<file path="config.mk">
export PLATFORM = sky130hd
export DESIGN_NAME = vend_multi_fsm_flat
export DESIGN_NICKNAME = d
export VERILOG_FILES = /design/src/rtl/vend_pkg.sv /design/src/rtl/vend_multi_fsm_if.sv /design/src/rtl/vend_change_unit.sv /design/src/rtl/vend_multi_fsm.sv /design/src/flat_wrapper.sv
export SDC_FILE = /design/constraint.sdc
export NUM_CORES = 1
export LEC_CHECK = 0
export ABC_CLOCK_PERIOD_IN_PS = 3200
export CORE_UTILIZATION = 53
export DETAILED_ROUTE_END_ITERATION = 12
export PLACE_DENSITY = 0.8
export SLEW_MARGIN = 20
export SYNTH_ARGS = -nofsm -noshare
export SYNTH_HDL_FRONTEND = slang
export SYNTH_SLANG_ARGS = --single-unit
</file>
<file path="constraint.sdc">
create_clock -name clk -period 3.2 [get_ports clk]
set_input_delay 0.64 -clock clk [delete_from_list [all_inputs] [get_ports clk]]
set_output_delay 0.64 -clock clk [all_outputs]
set_load 0.05 [all_outputs]
</file>
<file path="src/rtl/vend_pkg.sv">
// Shared state type and helpers for the multi-product vending controller.
package vend_pkg;

  typedef enum logic [1:0] {
    IDLE,
    COLLECT,
    VEND,
    CHANGE
  } vend_state_e;

  localparam int PRICE_VEC_W = 64;

  function automatic int max_coin(input int coin_w);
    return (1 << coin_w) - 1;
  endfunction

  // Extracts product idx's price from a packed table whose entry 0 sits in the LSBs.
  function automatic logic [15:0] price_slice(input logic [PRICE_VEC_W-1:0] prices,
                                              input int unsigned idx,
                                              input int unsigned w);
    logic [PRICE_VEC_W-1:0] shifted;
    shifted = prices >> (idx * w);
    return shifted[15:0] & ((16'd1 << w) - 16'd1);
  endfunction

endpackage

</file>
<file path="src/rtl/vend_multi_fsm_if.sv">
// Coin/selection inputs and actuator/status outputs of the vending controller.
interface vend_multi_fsm_if #(
  parameter int SEL_W    = 2,
  parameter int COIN_W   = 2,
  parameter int CREDIT_W = 5
);

  logic [COIN_W-1:0]   coin_in;
  logic                coin_inserted;
  logic [SEL_W-1:0]    product_sel;
  logic                select_valid;
  logic                cancel;
  logic                dispense;
  logic [SEL_W-1:0]    dispense_id;
  logic                change_valid;
  logic [COIN_W-1:0]   change_coin;
  logic                coin_reject;
  logic                sel_error;
  logic [CREDIT_W-1:0] credit;
  logic                busy;

  modport master (
    output coin_in, coin_inserted, product_sel, select_valid, cancel,
    input  dispense, dispense_id, change_valid, change_coin, coin_reject,
           sel_error, credit, busy
  );

  modport slave (
    input  coin_in, coin_inserted, product_sel, select_valid, cancel,
    output dispense, dispense_id, change_valid, change_coin, coin_reject,
           sel_error, credit, busy
  );

endinterface

</file>
<file path="src/rtl/vend_change_unit.sv">
// Picks the largest coin not exceeding the amount still owed and the amount left afterwards.
module vend_change_unit
  import vend_pkg::*;
#(
  parameter int COIN_W   = 2,
  parameter int CREDIT_W = 5
) (
  input  logic [CREDIT_W-1:0] i_credit,
  output logic [COIN_W-1:0]   o_coin,
  output logic [CREDIT_W-1:0] o_remain
);

  localparam logic [CREDIT_W-1:0] MAX_COIN = CREDIT_W'(max_coin(COIN_W));

  logic [CREDIT_W-1:0] w_coin;

  assign w_coin   = (i_credit > MAX_COIN) ? MAX_COIN : i_credit;
  assign o_coin   = w_coin[COIN_W-1:0];
  assign o_remain = i_credit - w_coin;

endmodule

</file>
<file path="src/rtl/vend_multi_fsm.sv">
// Multi-product vending controller: credit collection, price check, vend pulse, serial change payout.
module vend_multi_fsm
  import vend_pkg::*;
#(
  parameter int NUM_PRODUCTS = 4,
  parameter int SEL_W        = 2,
  parameter int COIN_W       = 2,
  parameter int CREDIT_W     = 5,
  parameter int MAX_CREDIT   = 20,
  parameter logic [NUM_PRODUCTS*CREDIT_W-1:0] PRICES = {5'd9, 5'd8, 5'd7, 5'd5}
) (
  input logic             clk,
  input logic             reset,
  vend_multi_fsm_if.slave io_vend
);

  localparam logic [PRICE_VEC_W-1:0] PRICE_VEC = PRICE_VEC_W'(PRICES);
  localparam logic [CREDIT_W:0]      CEILING   = (CREDIT_W+1)'(MAX_CREDIT);
  localparam logic [SEL_W:0]         NUM_SEL   = (SEL_W+1)'(NUM_PRODUCTS);

  vend_state_e         r_state, w_state_next;
  logic [CREDIT_W-1:0] r_credit, w_credit_next, w_pay, w_remain, w_sel_price, w_vend_price;
  logic [SEL_W-1:0]    r_sel, w_sel_next, r_dispense_id;
  logic [CREDIT_W:0]   w_sum;
  logic [COIN_W-1:0]   w_change, r_change_coin;
  logic                w_coin_evt, w_sel_bad, w_reject, w_sel_err;
  logic                r_dispense, r_change_valid, r_coin_reject, r_sel_error, r_busy;

  assign w_coin_evt   = io_vend.coin_inserted && (io_vend.coin_in != '0);
  assign w_sum        = {1'b0, r_credit} + (CREDIT_W+1)'(io_vend.coin_in);
  assign w_sel_price  = CREDIT_W'(price_slice(PRICE_VEC, 32'(io_vend.product_sel), CREDIT_W));
  assign w_vend_price = CREDIT_W'(price_slice(PRICE_VEC, 32'(r_sel), CREDIT_W));
  assign w_sel_bad    = ({1'b0, io_vend.product_sel} >= NUM_SEL) || (r_credit < w_sel_price);

  // Amount still owed to the customer: after the vend this is credit minus price.
  assign w_pay = (r_state == VEND) ? (r_credit - w_vend_price) : r_credit;

  vend_change_unit #(
    .COIN_W   (COIN_W),
    .CREDIT_W (CREDIT_W)
  ) u_change (
    .i_credit (w_pay),
    .o_coin   (w_change),
    .o_remain (w_remain)
  );

  always_comb begin
    w_state_next  = r_state;
    w_credit_next = r_credit;
    w_sel_next    = r_sel;
    w_reject      = 1'b0;
    w_sel_err     = 1'b0;
    unique case (r_state)
      IDLE: begin
        if (io_vend.cancel) begin
          w_reject = w_coin_evt;
        end else if (io_vend.select_valid) begin
          w_reject  = w_coin_evt;
          w_sel_err = 1'b1;
        end else if (w_coin_evt) begin
          w_credit_next = CREDIT_W'(io_vend.coin_in);
          w_state_next  = COLLECT;
        end
      end
      COLLECT: begin
        if (io_vend.cancel) begin
          w_reject      = w_coin_evt;
          w_credit_next = w_remain;
          w_state_next  = (w_pay != '0) ? CHANGE : IDLE;
        end else if (io_vend.select_valid) begin
          w_reject = w_coin_evt;
          if (w_sel_bad) begin
            w_sel_err = 1'b1;
          end else begin
            w_sel_next   = io_vend.product_sel;
            w_state_next = VEND;
          end
        end else if (w_coin_evt) begin
          if (w_sum <= CEILING) w_credit_next = w_sum[CREDIT_W-1:0];
          else                  w_reject      = 1'b1;
        end
      end
      // Credit shown during payout is what is still owed after the coin on the outputs.
      VEND, CHANGE: begin
        w_reject      = w_coin_evt;
        w_credit_next = w_remain;
        w_state_next  = (w_pay != '0) ? CHANGE : IDLE;
      end
      default: w_state_next = IDLE;
    endcase
  end

  always_ff @(posedge clk or negedge reset) begin
    if (!reset) begin
      r_state        <= IDLE;
      r_credit       <= '0;
      r_sel          <= '0;
      r_dispense     <= 1'b0;
      r_dispense_id  <= '0;
      r_change_valid <= 1'b0;
      r_change_coin  <= '0;
      r_coin_reject  <= 1'b0;
      r_sel_error    <= 1'b0;
      r_busy         <= 1'b0;
    end else begin
      r_state        <= w_state_next;
      r_credit       <= w_credit_next;
      r_sel          <= w_sel_next;
      r_dispense     <= (w_state_next == VEND);
      r_dispense_id  <= (w_state_next == VEND) ? w_sel_next : '0;
      r_change_valid <= (w_state_next == CHANGE);
      r_change_coin  <= (w_state_next == CHANGE) ? w_change : '0;
      r_coin_reject  <= w_reject;
      r_sel_error    <= w_sel_err;
      r_busy         <= (w_state_next == VEND) || (w_state_next == CHANGE);
    end
  end

  assign io_vend.dispense     = r_dispense;
  assign io_vend.dispense_id  = r_dispense_id;
  assign io_vend.change_valid = r_change_valid;
  assign io_vend.change_coin  = r_change_coin;
  assign io_vend.coin_reject  = r_coin_reject;
  assign io_vend.sel_error    = r_sel_error;
  assign io_vend.credit       = r_credit;
  assign io_vend.busy         = r_busy;

endmodule

</file>
<file path="src/flat_wrapper.sv">
// flat-port wrapper written by rule: the top's interface ports become plain ports
module vend_multi_fsm_flat import vend_pkg::*;
#(
  parameter int NUM_PRODUCTS = 4,
  parameter int SEL_W        = 2,
  parameter int COIN_W       = 2,
  parameter int CREDIT_W     = 5,
  parameter int MAX_CREDIT   = 20,
  parameter logic [NUM_PRODUCTS*CREDIT_W-1:0] PRICES = {5'd9, 5'd8, 5'd7, 5'd5}
)
  (clk, reset, io_vend_coin_in, io_vend_coin_inserted, io_vend_product_sel, io_vend_select_valid, io_vend_cancel, io_vend_dispense, io_vend_dispense_id, io_vend_change_valid, io_vend_change_coin, io_vend_coin_reject, io_vend_sel_error, io_vend_credit, io_vend_busy);
  vend_multi_fsm_if #(.SEL_W(SEL_W), .COIN_W(COIN_W), .CREDIT_W(CREDIT_W)) io_vend_i ();
  input logic clk;
  input logic reset;
  input wire logic [$bits(io_vend_i.coin_in)-1:0] io_vend_coin_in;
  input wire logic [$bits(io_vend_i.coin_inserted)-1:0] io_vend_coin_inserted;
  input wire logic [$bits(io_vend_i.product_sel)-1:0] io_vend_product_sel;
  input wire logic [$bits(io_vend_i.select_valid)-1:0] io_vend_select_valid;
  input wire logic [$bits(io_vend_i.cancel)-1:0] io_vend_cancel;
  output wire logic [$bits(io_vend_i.dispense)-1:0] io_vend_dispense;
  output wire logic [$bits(io_vend_i.dispense_id)-1:0] io_vend_dispense_id;
  output wire logic [$bits(io_vend_i.change_valid)-1:0] io_vend_change_valid;
  output wire logic [$bits(io_vend_i.change_coin)-1:0] io_vend_change_coin;
  output wire logic [$bits(io_vend_i.coin_reject)-1:0] io_vend_coin_reject;
  output wire logic [$bits(io_vend_i.sel_error)-1:0] io_vend_sel_error;
  output wire logic [$bits(io_vend_i.credit)-1:0] io_vend_credit;
  output wire logic [$bits(io_vend_i.busy)-1:0] io_vend_busy;
  assign io_vend_i.coin_in = io_vend_coin_in;
  assign io_vend_i.coin_inserted = io_vend_coin_inserted;
  assign io_vend_i.product_sel = io_vend_product_sel;
  assign io_vend_i.select_valid = io_vend_select_valid;
  assign io_vend_i.cancel = io_vend_cancel;
  assign io_vend_dispense = io_vend_i.dispense;
  assign io_vend_dispense_id = io_vend_i.dispense_id;
  assign io_vend_change_valid = io_vend_i.change_valid;
  assign io_vend_change_coin = io_vend_i.change_coin;
  assign io_vend_coin_reject = io_vend_i.coin_reject;
  assign io_vend_sel_error = io_vend_i.sel_error;
  assign io_vend_credit = io_vend_i.credit;
  assign io_vend_busy = io_vend_i.busy;
  vend_multi_fsm #(.NUM_PRODUCTS(NUM_PRODUCTS), .SEL_W(SEL_W), .COIN_W(COIN_W), .CREDIT_W(CREDIT_W), .MAX_CREDIT(MAX_CREDIT), .PRICES(PRICES)) u_core (.clk(clk), .reset(reset), .io_vend(io_vend_i));
endmodule
</file>
Yosys cells after proc, flatten, opt, wreduce, memory -nomap -nowiden
Index checks and enable logic that the tools add are counted.

storage, ports and cells
  bits in registers = 18
  input port bits = 9
  output and inout bits = 14
  word-level logic and storage cells = 75

cells by class
  add/subtract/negate cells = 3
  multipliers = 2
  magnitude comparators = 3
  equal/unequal tests = 11
  shift operators = 2
  muxes and demuxes = 37
  reductions and logical operators = 7

operators by type and width
  operator                                                                 number
  5-bit two-way mux                                                        9
  19-bit by 5-bit >> shifter with 5-bit output, first input constant       2
  2-bit two-way mux                                                        13
  5-bit one-hot mux with 3 select lines                                    1
  1-bit two-way mux                                                        11
  2-bit by 3-bit multiplier with 5-bit output, second input constant       2
  5-bit subtractor                                                         2
  2-bit == test, second input constant                                     4
  5-bit by 2-bit adder with 6-bit output                                   1
  6-bit by 5-bit <= comparator with 1-bit output, second input constant    1
  3-bit by 2-bit inequality test with 1-bit output, second input constant  2
  2-bit one-hot mux with 3 select lines                                    1
  6-bit AND reduction                                                      1
  5-bit by 2-bit > comparator with 1-bit output, second input constant     1
  5-bit less-than comparator                                               1
  5-bit nonzero test                                                       1
  2-bit inequality test, second input constant                             2
  3-bit inequality test, second input constant                             1
  1-bit one-hot mux with 3 select lines                                    1
  2-bit by 1-bit == test with 1-bit output, second input constant          1
  2-bit zero test                                                          1
  2-bit by 1-bit inequality test with 1-bit output, second input constant  1
  1-bit one-hot mux with 2 select lines                                    1
  2-bit nonzero test                                                       1
  3 further kinds                                                          3

Depth between registers and ports, before layout
  depth after elaboration = 10
  depth in mapped cells = 13
  mapped depth without buffers = 13

Modules after synthesis
From an unflattened synthesis, not the netlist that was laid out.

unflattened totals
  cells, all modules = 163
  area total of the unflattened synthesis = 1433.9 µm²

by module, submodules not included
  module            times used  cells an instance  area each (µm²)  seq. area each (µm²)
  vend_multi_fsm    1           150                1330.0           450.4
  vend_change_unit  1           13                 103.8            0.0

Worst setup path before layout
No wires, ideal clock.

  kind = register -> register
  start = reg u_core.r_credit[0], in the netlist u_core.io_vend.credit[0]
  end = reg u_core.r_credit[4], in the netlist u_core.io_vend.credit[4]
  library setup time = 0.087 ns
  arrival time = 2.916 ns
  required time = 3.113 ns
  slack = 0.198 ns
  stages on the path, launching flop included = 14
  path buffers = 0
  period minus slack after synthesis = 3.002 ns
  cell sequence = dfrtp_1 -> inv_1 -> ha_1 -> inv_1 -> fa_1 -> a21o_1 -> a211oi_1 -> xor2_1 -> nand3b_2 -> nand2_1 -> ha_1 -> nand3b_1 -> xor2_1 -> o211ai_1

between the ends
  word-level cells in the longest chain between the ends = 7
  elaborated cells on any way between the ends = 14
  classes of those cells = add/sub (3); order compare (2); eq/ne (1); mux (7); reduce/logical (1)

ends and longest elaborated chain
  what                                           line                    text
  start: declaration                             vend_multi_fsm.sv:22    logic [CREDIT_W-1:0] r_credit, w_credit_next, w_pay, w_remain, w_sel_price, w_vend_price;
  start signal: assignment                       vend_multi_fsm.sv:107   r_credit <= w_credit_next;
  5-bit subtractor                               vend_multi_fsm.sv:36    assign w_pay = (r_state == VEND) ? (r_credit - w_vend_price) : r_credit;
  5-bit two-way mux                              vend_multi_fsm.sv:36
  5-bit by 2-bit > comparator with 1-bit output  vend_change_unit.sv:17  assign w_coin = (i_credit > MAX_COIN) ? MAX_COIN : i_credit;
  5-bit two-way mux                              vend_change_unit.sv:17
  5-bit subtractor                               vend_change_unit.sv:19  assign o_remain = i_credit - w_coin;
  5-bit two-way mux                              vend_multi_fsm.sv:66    if (io_vend.cancel) begin
  5-bit one-hot mux with 3 select lines          vend_multi_fsm.sv:53    unique case (r_state)

Parallel ways exist; a longest one is shown, timed or not. The select of a mux whose other input is x is not followed.
A chain may end at the register's enable or synchronous reset.

Worst setup path after layout
  start = in io_vend_coin_in[0]
  end = reg u_core.r_credit[0], in the netlist u_core.io_vend.credit[0]

between the ends
  word-level cells in the longest chain between the ends = 6
  elaborated cells on any way between the ends = 16
  classes of those cells = add/sub (1); order compare (1); eq/ne (3); mux (8); reduce/logical (3)

ends and longest elaborated chain
  what                                                                            line                text
  start: declaration                                                              flat_wrapper.sv:15  input wire logic [$bits(io_vend_i.coin_in)-1:0] io_vend_coin_in;
  branches (longest 6 deep; another with 5-bit by 2-bit adder with 6-bit output)  n/a

Several ways; the timed one is not identified. The select of a mux whose other input is x is not followed.

==> metrics.yaml <==
grt:
  grt_pass1_vias: 1239
  antenna_found_initial: 0
  grt_first_pass_wirelength_um: 5700
  grtUsageTotal_pct: 29.3
  grt-ovfl-total: 0
  grt_max_degree: 19
synthesis:
  synth-edff-count: 0
  synth-seq-cells: 18
  yosysTopAreaCellShare_pct: 33.1
  yosysTopAreaCell: "dfrtp_1"
  ys.flop_type: "dfrtp_1"
  seq_area_frac_synth_pct: 33.1
  postSynthAreaPerCell_um2: 9.02
  synth.net_count: 172
  yosysWarnings: 0
  ys_async_sr_fraction_pct: 100
  postSynthCellCount: 151
  synth_area_mm2: 0.00136
  synthTopCellsByArea: "dfrtp_1 33%, ha_1 9.2%, nand2_1 4.4%"
  yosysUniqueCellTypes: 47
floorplan:
  dieArea_mm2: 0.00278
  pin_count: 23
  die_w_um: 52.7
  die_h_um: 52.7
  start_util_pct: 55.5
  rows: 18
  core_mm2: 0.00245
clocking:
  clockBufferDepth: 2
  numClockSinks: 18
  cts_root_buf: "clkbuf_4"
  cts_tree: "done"
  h-tree-depth: 1
  cts_setup_buffers: 0
  cts.repair.resized: 0
  clock_latency_ns: 0.30
  holdBufCountCts: 0
  clkTransAtPathRegs_ns: 0.10
  cts_buffers: 3
place:
  routabilityCongestion: 0.923
  dp_slack_ns: -0.185
  placed_cells: 209
  portBuffers: 22
  hpwl_um: 2650
  placed_area_mm2: 0.00167
job:
  max_cap_violations: 0
pwr:
  pwr-share-comb_pct: 71.9
  switching_share_pct: 50.3
  pwr_density_cell_mw_per_mm2: 1070
  total_power_mw: 1.82
  p_int_mw: 0.905
  pwr-share-clk_pct: 8.0
  p_switching_mw: 0.918
  power_leakage_nw: 0.772
  vdd_drop_max_mv: 0.806
  p_seq_share_pct: 20.1
routing:
  drtAntennaViolNets: 0
  first_pass_iters: 11
  drtIter0Drc: 55
  wl_um: 3480
  vias: 1322
  drc: 3
  wl_per_cell_um: 16.4
  vias_per_cell: 6.21
layout:
  drive_above_1_share_pct: 12.6
  final_net_count: 205
  final_cells: 213
  diodes: 0
  n_fill_cell: 203
  final_core_utilization_pct: 69.6
  design_area_mm2: 0.00171
  area_growth_pct: 25.6
timing:
  max_freq_mhz: 324
  hold_viol: 0
  tightest_slew_ns: 0.816
  setup_violations: 0
  finalCritPeriodShare_pct: 96.5
  clock_skew_ns: 0.00306
  layout_setup_ws_ns: 0.111
  period_minus_slack_ns: 3.09
  slew_headroom_pct: 45.4
  setup_tns_ns: 0
  whs_ns: 0.562
  grt_setup_unrepaired: "false"
  slew_violations: 0
status:
  status: "complete, but fails checks"
  violations: "DRC"
hold_path:
  worstHoldStart: "u_core.r_sel[0]$_DFF_PN0_"
  hold_path_class: "flip-flop to flip-flop"
setup_path:
  path_buf_inv: 1
  worstPathArrival_ns: 3.28
  crit_start: "io_vend_coin_in[0]"
  worstPathCellList: "clkdlybuf4s50_1, ha_1, fa_1, or3_1, a32o_1, a221oi_4, o21bai_2, a311oi_1, a21oi_1"
  critPathMaxFanout: 6
  critPathLaunchType: "input port"
  path_delay_family: "compound AO/OA/AOI/OAI gates"
  reg2reg_from: "u_core.io_vend.credit[0]$_DFFE_PN0P_"
  end_kind: "flip-flop"
  crit_type: "input port to flip-flop"
  cpMaxStageDelayCell: "clkdlybuf4s50_1"
  crit_path_max_incr_delay_ns: 0.49
  critPathRequiredTime_ns: 3.39
==> worst paths after layout <==
path | endpoint | slack, ns | depth (start not counted)
setup / recovery | u_core.io_vend.credit[0]$_DFFE_PN0P_ | 0.11 | 9
hold / removal | u_core.r_sel[0]$_DFF_PN0_ | 0.56 | 1
setup reg to reg | u_core.io_vend.credit[4]$_DFFE_PN0P_ | 0.21 | 13
hold reg to reg | u_core.r_sel[0]$_DFF_PN0_ | 0.56 | 1
max in group asynchronous | u_core.io_vend.dispense_id[0]$_DFF_PN0_ | 1.90 | 1
min in group asynchronous | u_core.io_vend.coin_reject$_DFF_PN0_ | 0.80 | 1
==> cells in the final DEF, fill, tap and decap left out, drive strengths merged, types with 3 or more instances in the layout <==
cell type      netlist  final
o21ai                9      9
inv                 12     12
a31oi                3      3
nor3                 3      3
nand2b               5      5
dfrtp               18     18
nand2               16     16
nand3                4      4
a21oi               10     10
a21o                 4      4
mux2i                4      4
clkbuf               2      4
clkdlybuf4s50        0     22
nor2                11     11
buf                  3     11
xor2                 4      4
ha                  10     10
nand3b               3      3
==> synth_stat cells (all sizes together) (2+ instances only) <==
master and number:
a211oi 2, a21o 4, a21oi 10, a31oi 3, and3 2, buf 3
clkbuf 2, dfrtp 18, fa 2, ha 10, inv 12, mux2i 4
nand2 16, nand2b 5, nand3 4, nand3b 3, nor2 11, nor2b 2
nor3 3, nor4bb 2, o211ai 2, o21ai 9, xor2 4
==> kinds of logic after synthesis <==
logic type / after synthesis / synth area share [%]
compound gates: 44 / 24.0
xor+xnor: 4 / 2.57
fa+ha+maj: 12 / 12.1
buf+inv: 17 / 5.42
flops: 18 / 33.1
mux: 5 / 3.77
simple gates: 51 / 19.0
==> state kept, by name, indices dropped and copies added, names as in the netlist <==
| register | cells |
|---|---|
| u_core.io_vend.credit | 5 |
| u_core.r_sel | 2 |
| u_core.io_vend.dispense | 1 |
| u_core.io_vend.sel_error | 1 |
| u_core.r_state | 2 |
| u_core.io_vend.change_coin | 2 |
| u_core.io_vend.dispense_id | 2 |
| u_core.io_vend.busy | 1 |
| u_core.io_vend.coin_reject | 1 |
| u_core.io_vend.change_valid | 1 |
==> power by group through the flow <==
| stage | sequential, mW | clock (mW) | combinational (mW) |
|---|---|---|---|
| CTS | 0.366 | 0.147 | 1.30 |
| floorplan | 0.531 | 0 | 0.751 |
| detailed placement | 0.370 | 0 | 1.29 |
| finish | 0.367 | 0.145 | 1.31 |
| global route | 0.375 | 0.159 | 1.43 |
| global placement | 0.366 | 0 | 1.25 |
==> metal layers <==
metal / routed length (um) / vias up / global-route usage [%]
met5: 0 / - / 0
met1: 1450 / 644 / 35.3
met2: 1720 / 60 / 50.0
met3: 232 / 9 / 5.80
li1: - / 609 / -
met4: 77 / 0 / 12.3
==> area by class of cell <==
type,count,area (um^2),share of cell area (%)
Timing Repair Buffer,33,303,17.7
Tap cell,30,37.5,2.20
Inverter,12,45.0,2.64
Clock buffer,4,36.3,2.12
Sequential cell,18,450,26.4
Multi-Input combinational cell,116,837,49.0
Note: power is estimated with default switching activity, not from simulation.
